`config.mk`:
```
export PLATFORM = sky130hd
export DESIGN_NAME = dsd6_bus_arb
export DESIGN_NICKNAME = d
export VERILOG_FILES = /design/src/rtl/dsd6_bus_arb_pkg.sv /design/src/rtl/dsd6_bus_timeout.sv /design/src/rtl/dsd6_bus_arb.sv
export SDC_FILE = /design/constraint.sdc
export NUM_CORES = 1
export LEC_CHECK = 0
export ABC_AREA = 1
export CORE_AREA = 2 2 218 220
export CTS_CLUSTER_SIZE = 14
export DETAILED_ROUTE_END_ITERATION = 8
export DIE_AREA = 0 0 220 222
export MAX_ROUTING_LAYER = met4
export PLACE_DENSITY = 0.41
export SETUP_SLACK_MARGIN = 0.3
export SLEW_MARGIN = 25
export SYNTH_ARGS = -nofsm -noshare
export SYNTH_HDL_FRONTEND = slang
export SYNTH_SLANG_ARGS = --single-unit
```
`constraint.sdc`:
```
create_clock -name clk_i -period 2.5 [get_ports clk_i]
set_input_delay 0.5 -clock clk_i [delete_from_list [all_inputs] [get_ports clk_i]]
set_output_delay 0.5 -clock clk_i [all_outputs]
set_load 0.02 [all_outputs]
```
`src/rtl/dsd6_bus_arb_pkg.sv`:
```
// ============================================================================
//  Module      : dsd6_bus_arb_pkg
//  Description : Shared types and constants for the DSD6 two-master external
//                memory bus arbiter (state encodings, timeout data pattern,
//                timeout counter width).
//  Revision    : 1.0 - initial release
// ============================================================================
`default_nettype none

package dsd6_bus_arb_pkg;

    // Arbiter state encodings. Value 2'd3 is unused and recovers to idle.
    typedef enum logic [1:0] {
        ARB_IDLE = 2'd0,
        ARB_GNT0 = 2'd1,
        ARB_GNT1 = 2'd2
    } arb_state_t;

    // Read data returned to a master whose cycle was killed by the timeout.
    localparam logic [63:0] c_timeout_data = 64'hFFFF_FFFF_FFFF_FFFF;

    // Width of the wait-state counter (TIMEOUT is limited to 1..255).
    localparam int unsigned c_cnt_w = 8;

endpackage

`default_nettype wire

```
`src/rtl/dsd6_bus_timeout.sv`:
```
// ============================================================================
//  Module      : dsd6_bus_timeout
//  Description : Wait-state counter for the bus arbiter. Counts cycles in
//                which the granted master waits for memory acknowledge and
//                flags when the count has reached the configured limit.
//  Ports       : clk_i     - system clock
//                rst_i     - synchronous active-high reset
//                clr_i     - clear count (grant entry / cycle completion)
//                inc_i     - count one wait cycle
//                limit     - terminal count (1..255)
//                expired_o - count equals limit
//  Revision    : 1.0 - initial release
// ============================================================================
`default_nettype none

module dsd6_bus_timeout
    import dsd6_bus_arb_pkg::*;
(
    input  logic               clk_i,
    input  logic               rst_i,
    input  logic               clr_i,
    input  logic               inc_i,
    input  logic [c_cnt_w-1:0] limit,
    output logic               expired_o
);

    logic [c_cnt_w-1:0] r_count;

    // Clear has priority over increment. The count holds at the limit so it
    // can never wrap back below it while a master is still waiting.
    always_ff @(posedge clk_i) begin
        if (rst_i) begin
            r_count <= '0;
        end else if (clr_i) begin
            r_count <= '0;
        end else if (inc_i && (r_count != limit)) begin
            r_count <= r_count + {{(c_cnt_w-1){1'b0}}, 1'b1};
        end
    end

    assign expired_o = (r_count == limit);

endmodule

`default_nettype wire

```
`src/rtl/dsd6_bus_arb.sv`:
```
// ============================================================================
//  Module      : dsd6_bus_arb
//  Description : Two-master round-robin arbiter for the DSD6 external memory
//                bus. Master 0 is the page-table walker, master 1 the
//                translated CPU port. Supports bus lock hold, combinational
//                forwarding of the granted master's cycle and forced
//                termination (all-ones data, err_o pulse) of hung cycles.
//  Ports       : clk_i, rst_i              - clock, sync active-high reset
//                m0_*/m1_* (_i)            - master cycle requests
//                m0_rdy_o/m0_dat_o, m1_... - completion and read data
//                va_o..dat_o               - forwarded bus cycle
//                rdy_i, dat_i              - memory acknowledge / read data
//                gnt_o                     - one-hot grant (00 = idle)
//                err_o                     - timeout termination pulse
//  Revision    : 1.0 - initial release
// ============================================================================
`default_nettype none

module dsd6_bus_arb
    import dsd6_bus_arb_pkg::*;
#(
    parameter int unsigned TIMEOUT = 255
) (
    input  logic        clk_i,
    input  logic        rst_i,
    // master 0
    input  logic        m0_va_i,
    input  logic        m0_lock_i,
    input  logic        m0_wr_i,
    input  logic [7:0]  m0_sel_i,
    input  logic [47:0] m0_adr_i,
    input  logic [63:0] m0_dat_i,
    output logic        m0_rdy_o,
    output logic [63:0] m0_dat_o,
    // master 1
    input  logic        m1_va_i,
    input  logic        m1_lock_i,
    input  logic        m1_wr_i,
    input  logic [7:0]  m1_sel_i,
    input  logic [47:0] m1_adr_i,
    input  logic [63:0] m1_dat_i,
    output logic        m1_rdy_o,
    output logic [63:0] m1_dat_o,
    // memory side
    output logic        va_o,
    output logic        lock_o,
    output logic        wr_o,
    output logic [7:0]  sel_o,
    output logic [47:0] adr_o,
    output logic [63:0] dat_o,
    input  logic        rdy_i,
    input  logic [63:0] dat_i,
    // status
    output logic [1:0]  gnt_o,
    output logic        err_o
);

    localparam logic [c_cnt_w-1:0] c_limit = c_cnt_w'(TIMEOUT);

    arb_state_t r_state;
    arb_state_t w_state_nxt;
    logic       r_last_gnt;     // 0: master 0 granted last, 1: master 1

    logic w_req0;
    logic w_req1;
    logic w_granted;
    logic w_cur_va;
    logic w_cur_lock;
    logic w_done;
    logic w_timeout;
    logic w_expired;
    logic w_cnt_clr;
    logic w_cnt_inc;

    // ------------------------------------------------------------------
    // Wait-state counter. Held clear while idle so every grant starts at 0.
    // ------------------------------------------------------------------
    assign w_cnt_clr = (r_state == ARB_IDLE) | w_done;
    assign w_cnt_inc = w_granted & w_cur_va & ~rdy_i & ~w_expired;

    dsd6_bus_timeout u_timeout (
        .clk_i     (clk_i),
        .rst_i     (rst_i),
        .clr_i     (w_cnt_clr),
        .inc_i     (w_cnt_inc),
        .limit     (c_limit),
        .expired_o (w_expired)
    );

    // ------------------------------------------------------------------
    // Current owner's request signals
    // ------------------------------------------------------------------
    always_comb begin
        w_req0     = m0_va_i | m0_lock_i;
        w_req1     = m1_va_i | m1_lock_i;
        w_granted  = 1'b0;
        w_cur_va   = 1'b0;
        w_cur_lock = 1'b0;
        case (r_state)
            ARB_GNT0: begin
                w_granted  = 1'b1;
                w_cur_va   = m0_va_i;
                w_cur_lock = m0_lock_i;
            end
            ARB_GNT1: begin
                w_granted  = 1'b1;
                w_cur_va   = m1_va_i;
                w_cur_lock = m1_lock_i;
            end
            default: ;
        endcase
    end

    // Memory acknowledge beats the timeout when both land in the same cycle.
    assign w_done    = w_granted & w_cur_va & rdy_i;
    assign w_timeout = w_granted & w_cur_va & ~rdy_i & w_expired;

    // ------------------------------------------------------------------
    // State register
    // ------------------------------------------------------------------
    always_ff @(posedge clk_i) begin
        if (rst_i) begin
            r_state    <= ARB_IDLE;
            r_last_gnt <= 1'b1;
        end else begin
            r_state <= w_state_nxt;
            if ((r_state == ARB_IDLE) && (w_state_nxt != ARB_IDLE)) begin
                r_last_gnt <= (w_state_nxt == ARB_GNT1);
            end
        end
    end

    // ------------------------------------------------------------------
    // Next-state logic
    // ------------------------------------------------------------------
    always_comb begin
        w_state_nxt = r_state;
        case (r_state)
            ARB_IDLE: begin
                if (w_req0 && w_req1) begin
                    w_state_nxt = r_last_gnt ? ARB_GNT0 : ARB_GNT1;
                end else if (w_req0) begin
                    w_state_nxt = ARB_GNT0;
                end else if (w_req1) begin
                    w_state_nxt = ARB_GNT1;
                end
            end
            ARB_GNT0, ARB_GNT1: begin
                if (w_timeout) begin
                    // A killed cycle also releases any lock the master holds.
                    w_state_nxt = ARB_IDLE;
                end else if (w_done) begin
                    w_state_nxt = w_cur_lock ? r_state : ARB_IDLE;
                end else if (!w_cur_va && !w_cur_lock) begin
                    w_state_nxt = ARB_IDLE;
                end
            end
            default: w_state_nxt = ARB_IDLE;
        endcase
    end

    // ------------------------------------------------------------------
    // Forwarding / response muxes
    // ------------------------------------------------------------------
    always_comb begin
        va_o     = 1'b0;
        lock_o   = 1'b0;
        wr_o     = 1'b0;
        sel_o    = '0;
        adr_o    = '0;
        dat_o    = '0;
        m0_rdy_o = 1'b0;
        m0_dat_o = '0;
        m1_rdy_o = 1'b0;
        m1_dat_o = '0;
        gnt_o    = 2'b00;
        case (r_state)
            ARB_GNT0: begin
                va_o     = m0_va_i & ~w_timeout;
                lock_o   = m0_lock_i;
                wr_o     = m0_wr_i;
                sel_o    = m0_sel_i;
                adr_o    = m0_adr_i;
                dat_o    = m0_dat_i;
                m0_rdy_o = (rdy_i & m0_va_i) | w_timeout;
                m0_dat_o = w_timeout ? c_timeout_data : dat_i;
                gnt_o    = 2'b01;
            end
            ARB_GNT1: begin
                va_o     = m1_va_i & ~w_timeout;
                lock_o   = m1_lock_i;
                wr_o     = m1_wr_i;
                sel_o    = m1_sel_i;
                adr_o    = m1_adr_i;
                dat_o    = m1_dat_i;
                m1_rdy_o = (rdy_i & m1_va_i) | w_timeout;
                m1_dat_o = w_timeout ? c_timeout_data : dat_i;
                gnt_o    = 2'b10;
            end
            default: ;
        endcase
    end

    assign err_o = w_timeout;

endmodule

`default_nettype wire

```
==> flow_metrics.py, run 1 <==
metrics = {
    "power": {
        "power.switching_uw": 2480,
        "clkPwrFrac_pct": 6.0,
        "seqPwrFrac_pct": 4.1,
        "power_frac_comb_pct": 90.0,
        "power_switching_share_pct": 49.90,
        "intPower_uw": 2490,
        "worst_ir_drop_vdd_v": 0.0001858,
        "power_density_nw_per_um2": 424.5,
        "leakagePower_uw": 0.004990,
    },
    "layout": {
        "layout-drive-gt1-share_pct": 33.65,
        "multi_input_area_um2": 3338,
        "synthToLayoutAreaGrowth_pct": 219.9,
        "design.final.nets": 1703,
        "final_cell_count_no_fill": 1993,
        "fillCellCount": 5255,
        "layout.area.seq_um2": 222.7,
        "post-route-util_pct": 25.31,
    },
    "route": {
        "wl_per_cell_um": 16.06,
        "drc": 0,
        "detail_route.wirelength_um": 32010,
        "vias_per_cell": 3.664,
        "drt-pass1-iter-count": 4,
        "antenna_left": 0,
        "dr_total_vias": 7303,
        "drt_first_iter_violations": 174,
    },
    "synthesis": {
        "ys_seq_area_share_pct": 6.017,
        "synth_warnings": 0,
        "synthMostInstantiatedCell": "sky130_fd_sc_hd__nand2_1",
        "synthesized_net_count": 1058,
        "synth-edff-count": 0,
        "syn-mean-instance-area_um2": 4.959,
        "syn_inst": 738,
        "yosys.cell_types.count": 31,
        "synth_top_area_cell": "sky130_fd_sc_hd__a21oi_1",
        "synthTopCellsByArea": "sky130_fd_sc_hd__a21oi_1 (30%), sky130_fd_sc_hd__nand2_1 (28%), sky130_fd_sc_hd__a21oi_2 (8.4%)",
        "main_flop_type_after_synthesis": "sky130_fd_sc_hd__dfxtp_1",
        "ys_top_cells_by_count": "sky130_fd_sc_hd__nand2_1 (275), sky130_fd_sc_hd__a21oi_1 (222), sky130_fd_sc_hd__inv_1 (78), sky130_fd_sc_hd__clkbuf_1 (37), sky130_fd_sc_hd__a21oi_2 (35)",
        "synth_seq_cells": 11,
        "synth_top_area_share_pct": 30.36,
        "share_of_async_settable_or_async_resettable_flops_after_synthesis_pct": 0,
        "synthesis.area_um2": 3660,
    },
    "timing": {
        "fmax_mhz": 389.9,
        "rsz0062_at_grt": "true",
        "worstMarginPinSlew_ns": 0.3476,
        "period_needed_ns": 2.565,
        "post-route-period-util_pct": 102.6,
        "slew_headroom_pct": 76.76,
        "finalMaxSlewViolations": 0,
        "final.setup_skew_ns": 0.002000,
        "fin_worst_hold_slack_ns": 0.4959,
        "setup_ws_ns": -0.06478,
        "setup_viol": 38,
        "finalSetupTns_ns": -1.180,
        "timing.final.hold_violations": 0,
    },
    "clock_network": {
        "clk_transition_reported_paths_ns": 0.04,
        "cts_made_buffers": 3,
        "clock_sinks": 11,
        "cts.root.buffer_cell": "sky130_fd_sc_hd__clkbuf_16",
        "cts_buffer_depth": 2,
        "tritoncts": "done",
        "insertion_delay_ns": 0.24,
        "h-tree-depth": 1,
    },
    "global_routing": {
        "grt_first_pass_wirelength_um": 42140,
        "gr-total-overflow": 0,
        "grt_pass1_vias": 7082,
        "global_route.usage.total_pct": 11.57,
        "antenna_found_initial": 5,
        "grt_max_degree": 52,
    },
    "critical_path": {
        "timing.critical_path.required_ns": 2.00,
        "timing.critical_path.to_type": "output port",
        "setup.reg_to_reg.worst_slack_ns": 0.13,
        "cp-start-kind": "primary input",
        "crit_fanout": 18,
        "worst_setup_path_type": "primary input to output port",
        "cp.arrival_ns": 2.06,
    },
    "place": {
        "placed_cells": 1930,
        "place_congestion": 0.8082,
        "place.detailed.hpwl_um": 25440,
        "preCtsSetupSlack_ns": -0.5276,
        "io_buffer_count": 568,
    },
    "floorplan": {
        "fp.coreArea_um2": 46260,
        "design.portCount": 569,
        "die_area_um2": 48840,
        "initial_utilization_pct": 7.911,
        "floorplan.rows": 79,
        "die_span_in_y_um": 222,
        "die-width_um": 220,
    },
    "run_status": {
        "failed_checks": "setup timing",
        "status": "complete, but fails checks",
    },
    "hold_path": {
        "hold_path.class": "flop to flop",
    },
    "job": {
        "max_cap_viol_count": 0,
    },
}
## cell families after synthesis
kind of cell,synth area share (%)
and+or+nand+nor,32.10
AOI/OAI and AO/OA,40.34
buffers and inverters,18.19
DFF,6.017
adders and majority gates,2.393
xor gates and xnor gates,0.9574
## placed cells by master (no fill, tap or decap), drive strengths merged, types with 6 or more instances in the layout
master / n
a21oi: 257
buf: 303
clkbuf: 28
clkdlybuf4s50: 312
dfxtp: 11
dlygate4sd2: 66
ha: 7
inv: 81
nand2: 279
nand3: 6
nor2: 11
## per-layer routing
metal  vias up  wire length (µm)  GRT usage, %  share of wire (%)
met5         -                 0             -                  0
met1      3268             12150         12.59                 38
met4         0               314         2.035               0.98
met3        21              2733         2.126                8.5
met2       356             16820         21.78                 53
li1       3658                 -             -                  -
## worst max-delay path, cell delays in order
cell,delay [ns]
sky130_fd_sc_hd__clkdlybuf4s50_1,0.52
sky130_fd_sc_hd__nor2_4,0.19
sky130_fd_sc_hd__buf_12,0.12
sky130_fd_sc_hd__nand2_8,0.07
sky130_fd_sc_hd__buf_12,0.14
sky130_fd_sc_hd__buf_16,0.15
sky130_fd_sc_hd__a21oi_1,0.18
sky130_fd_sc_hd__buf_4,0.17
## cell type report
class                      instances  share of cell area, %
timing repair buffer             708                  59.65
multi-input combinational        578                  28.52
tap                              607                  6.488
inverter                          81                  2.683
sequential                        11                  1.903
clock buffer                       4                 0.6734
antenna                            4                0.08551
## sequential cells by signal, indices dropped and copies added (netlist names)
signal,cells
r_state,2
r_last_gnt,1
u_timeout.r_count,8
## final timing paths
path | startpoint | endpoint | cells past startpoint
max | rdy_i | m1_dat_o[44] | 8
min | u_timeout.r_count[4]$_SDFFE_PP0P_ | u_timeout.r_count[4]$_SDFFE_PP0P_ | 2
max reg2reg | r_state[1]$_SDFF_PP0_ | u_timeout.r_count[2]$_SDFFE_PP0P_ | 19
min reg2reg | u_timeout.r_count[4]$_SDFFE_PP0P_ | u_timeout.r_count[4]$_SDFFE_PP0P_ | 2
## stage by stage
stage	area (µm²)	total power, µW
floorplan	3721	1953
global placement	10700	4473
detailed placement	10700	4458
CTS	10880	4673
global route	11710	5290
finish	11710	4970
## power by group through the flow
stage                     sequential [µW]  clock, µW  combinational [µW]
after floorplan                       204          0                1750
after global placement                199          0                4270
after detailed placement              199          0                4260
after CTS                             200        302                4170
after global routing                  203        313                4770
final                                 202        297                4470
## what timing repair did
action / in CTS / in global routing
buffers inserted: 18 / 23
gates cloned: 5 / 9
endpoints found under the hold margin: 0 / 0
gates resized for setup: 775 / 340
pin swaps: 8 / 22
hold buffers: 0 / 0
endpoints found under the setup margin: 255 / 267
Note: power is estimated with default switching activity, not from simulation.
==> run 2, diff against run 1 <==
GPL_TIMING_DRIVEN = 1   (was default)
==> results of run 2 <==
Same layout as run 1: the final DEF is identical, and so are final timing and power.
==> run 3, diff against run 2 <==
TNS_END_PERCENT = 20   (was default)
==> run 3 against run 2 <==
Compared with the run above:
- the run still ends with setup timing left
- fmax up 0.84%
- wire length up 7.8%
- combinational power barely moved
- clock skew down 0.0010 ns
- critical path depth is 4 higher
- critical endpoint is now m1_dat_o[61]
- highest routed layer unchanged
==> flow_metrics.py, run 3 (synthesis gave the netlist of run 1 again) <==
metrics = {
    "floorplan": {
        "initial_utilization_pct": 7.911,
        "fp.coreArea_um2": 46260,
        "floorplan.rows": 79,
        "die_span_in_y_um": 222,
        "die_area_um2": 48840,
        "design.portCount": 569,
        "die-width_um": 220,
    },
    "critical_path": {
        "cp-start-kind": "flop",
        "cp_num_buf_inv": 5,
        "timing.critical_path.to_type": "output port",
        "critical_path.top_delay_family": "buffers and inverters",
        "setup.reg_to_reg.worst_slack_ns": -0.01,
        "timing.reg2reg.worst_path_depth": 21,
        "crit_fanout": 8,
        "timing.rr.end": "u_timeout.r_count[3]$_SDFFE_PP0P_",
        "cp.arrival_ns": 2.04,
        "worst_setup_path_type": "flop to output port",
        "crit-reg2reg-launch": "r_state[0]$_SDFF_PP0_",
        "critical_path.cell_chain": "buf_6 -> ha_4 -> nand2_4 -> nand2_4 -> nand2_4 -> nor2_4 -> nand2_4 -> buf_12 -> buf_12 -> buf_16 -> a21oi_4 -> buf_12",
        "critical-path-slowest-cell": "sky130_fd_sc_hd__dfxtp_4",
        "startpoint": "r_state[0]$_SDFF_PP0_",
        "worst_path_most_repeated_cell": "sky130_fd_sc_hd__nand2_4",
        "cpPeakStageDelay_ns": 0.36,
        "timing.critical_path.required_ns": 2.00,
    },
    "hold_path": {
        "hp-start": "u_timeout.r_count[7]$_SDFFE_PP0P_",
        "hold_path_depth": 2,
        "hold_path.class": "flop to flop",
        "worst_hold_path.endpoint": "u_timeout.r_count[7]$_SDFFE_PP0P_",
    },
    "route": {
        "drt_first_iter_violations": 219,
        "vias_per_cell": 3.740,
        "drc": 0,
        "dr_total_vias": 7432,
        "detail_route.wirelength_um": 34510,
        "drt-pass1-iter-count": 5,
        "antenna_left": 0,
        "wl_per_cell_um": 17.37,
    },
    "place": {
        "preCtsSetupSlack_ns": -0.5162,
        "place.detailed.hpwl_um": 26290,
        "placed_cells": 1935,
        "io_buffer_count": 568,
        "place_congestion": 0.7858,
        "dpl_cell_area_um2": 10710,
    },
    "timing": {
        "setup_viol": 16,
        "timing.final.hold_violations": 0,
        "fmax_mhz": 393.2,
        "worstMarginPinSlew_ns": 0.3099,
        "finalMaxSlewViolations": 0,
        "setup_ws_ns": -0.04338,
        "slew_headroom_pct": 79.32,
        "post-route-period-util_pct": 101.7,
        "rsz0062_at_grt": "true",
        "final.setup_skew_ns": 0.0009860,
        "period_needed_ns": 2.543,
    },
    "global_routing": {
        "global_route.usage.total_pct": 12.89,
        "grt_first_pass_wirelength_um": 46460,
        "grt_max_degree": 51,
        "grt_pass1_vias": 7446,
        "antenna_found_initial": 2,
        "gr-total-overflow": 0,
    },
    "layout": {
        "fillCellCount": 5146,
        "design.final.nets": 1699,
        "largest_register_ffs": 8,
        "registers.top_by_ff_count": "u_timeout.r_count",
        "most-common-layout-cells": "sky130_fd_sc_hd__clkdlybuf4s50_1 (312), sky130_fd_sc_hd__nand2_1 (263), sky130_fd_sc_hd__buf_4 (185), sky130_fd_sc_hd__a21oi_1 (160), sky130_fd_sc_hd__a21oi_2 (79)",
        "layout-drive-gt1-share_pct": 33.45,
        "synthToLayoutAreaGrowth_pct": 218.7,
        "final_design_area_no_fill_um2": 11660,
        "layout.cells.most_common": "sky130_fd_sc_hd__clkdlybuf4s50_1",
        "final_cell_count_no_fill": 1987,
        "top_regs": "u_timeout.r_count x8, r_state x2, r_last_gnt x1",
    },
    "clock_network": {
        "insertion_delay_ns": 0.24,
        "h-tree-depth": 1,
        "cts_buffer_depth": 2,
        "hold_buffers": 0,
        "clk_transition_reported_paths_ns": 0.04,
        "tritoncts": "done",
        "cts.root.buffer_cell": "sky130_fd_sc_hd__clkbuf_16",
        "cts_made_buffers": 3,
        "clock_sinks": 11,
    },
    "power": {
        "power_density_nw_per_um2": 424.7,
        "leakagePower_uw": 0.005022,
        "worst_ir_drop_vdd_v": 0.0002701,
    },
    "run_status": {
        "status": "complete, but fails checks",
        "failed_checks": "setup timing",
    },
    "job": {
        "max_cap_viol_count": 0,
    },
}
-- run 3: layout make-up --
type	count	area (µm²)	share of cell area, %
Timing Repair Buffer	705	6952	59.59
Multi-Input combinational cell	577	3322	28.48
Tap cell	607	759.5	6.511
Inverter	81	321.6	2.757
Sequential cell	11	226.5	1.941
Clock buffer	4	78.83	0.6758
Antenna cell	2	5.005	0.04290
-- run 3: worst reg2reg max path, stage by stage (launching register included) --
cell	delay, ns
sky130_fd_sc_hd__dfxtp_4	0.35
sky130_fd_sc_hd__buf_6	0.12
sky130_fd_sc_hd__ha_4	0.16
sky130_fd_sc_hd__nand2_4	0.07
sky130_fd_sc_hd__nand2_4	0.06
sky130_fd_sc_hd__buf_6	0.11
sky130_fd_sc_hd__buf_6	0.10
sky130_fd_sc_hd__buf_6	0.10
sky130_fd_sc_hd__buf_6	0.10
sky130_fd_sc_hd__buf_6	0.10
sky130_fd_sc_hd__buf_6	0.10
sky130_fd_sc_hd__buf_6	0.10
sky130_fd_sc_hd__buf_6	0.10
sky130_fd_sc_hd__buf_6	0.10
sky130_fd_sc_hd__buf_6	0.11
sky130_fd_sc_hd__buf_6	0.11
sky130_fd_sc_hd__nand3_4	0.08
sky130_fd_sc_hd__nor2_4	0.08
sky130_fd_sc_hd__clkinv_4	0.10
sky130_fd_sc_hd__buf_12	0.11
sky130_fd_sc_hd__nand2_4	0.04
sky130_fd_sc_hd__a21oi_2	0.12
-- run 3: how the worst max path moves through the flow --
stage	end	slack [ns]	cells past startpoint
global route	m1_dat_o[61]	-0.12	12
detailed placement	m0_dat_o[44]	-0.52	9
floorplan	m0_dat_o[27]	0.25	11
finish	m1_dat_o[61]	-0.04	12
global placement	m0_dat_o[60]	-0.52	9
CTS	m1_dat_o[61]	-0.07	12
-- run 3: repair_timing --
action,4_1_cts,5_1_grt
pin swaps,2,19
gates resized for setup,588,515
buffers inserted,19,16
endpoints found under the setup margin,254,265
gates cloned,8,3
-- run 3: power by group --
group | total, µW | switching, µW | internal (µW)
logic | 4450 | 2400 | 2050
clock network | 295 | 81.0 | 214
registers | 205 | 11.7 | 193
-- run 3: layer usage --
metal	GRT usage, %	wire length [µm]	share of wire (%)	up-vias
met1	13.62	12630	37	3375
li1	-	-	-	3645
met4	2.468	711	2.1	0
met5	-	0	0	-
met3	1.907	2587	7.5	35
met2	25.01	18580	54	377
-- run 3: stage by stage --
stage                     TNS [ns]  util, %  hold WS, ns  power (µW)
after CTS                   -1.023    23.84       0.5007        4641
after global routing        -3.012    25.21       0.5221        5277
after global placement      -67.26    23.15       0.4871        4437
final                      -0.2395    25.22       0.5116        4954
after detailed placement    -63.01    23.15       0.4953        4421
after floorplan                  0        -       0.4570        1939
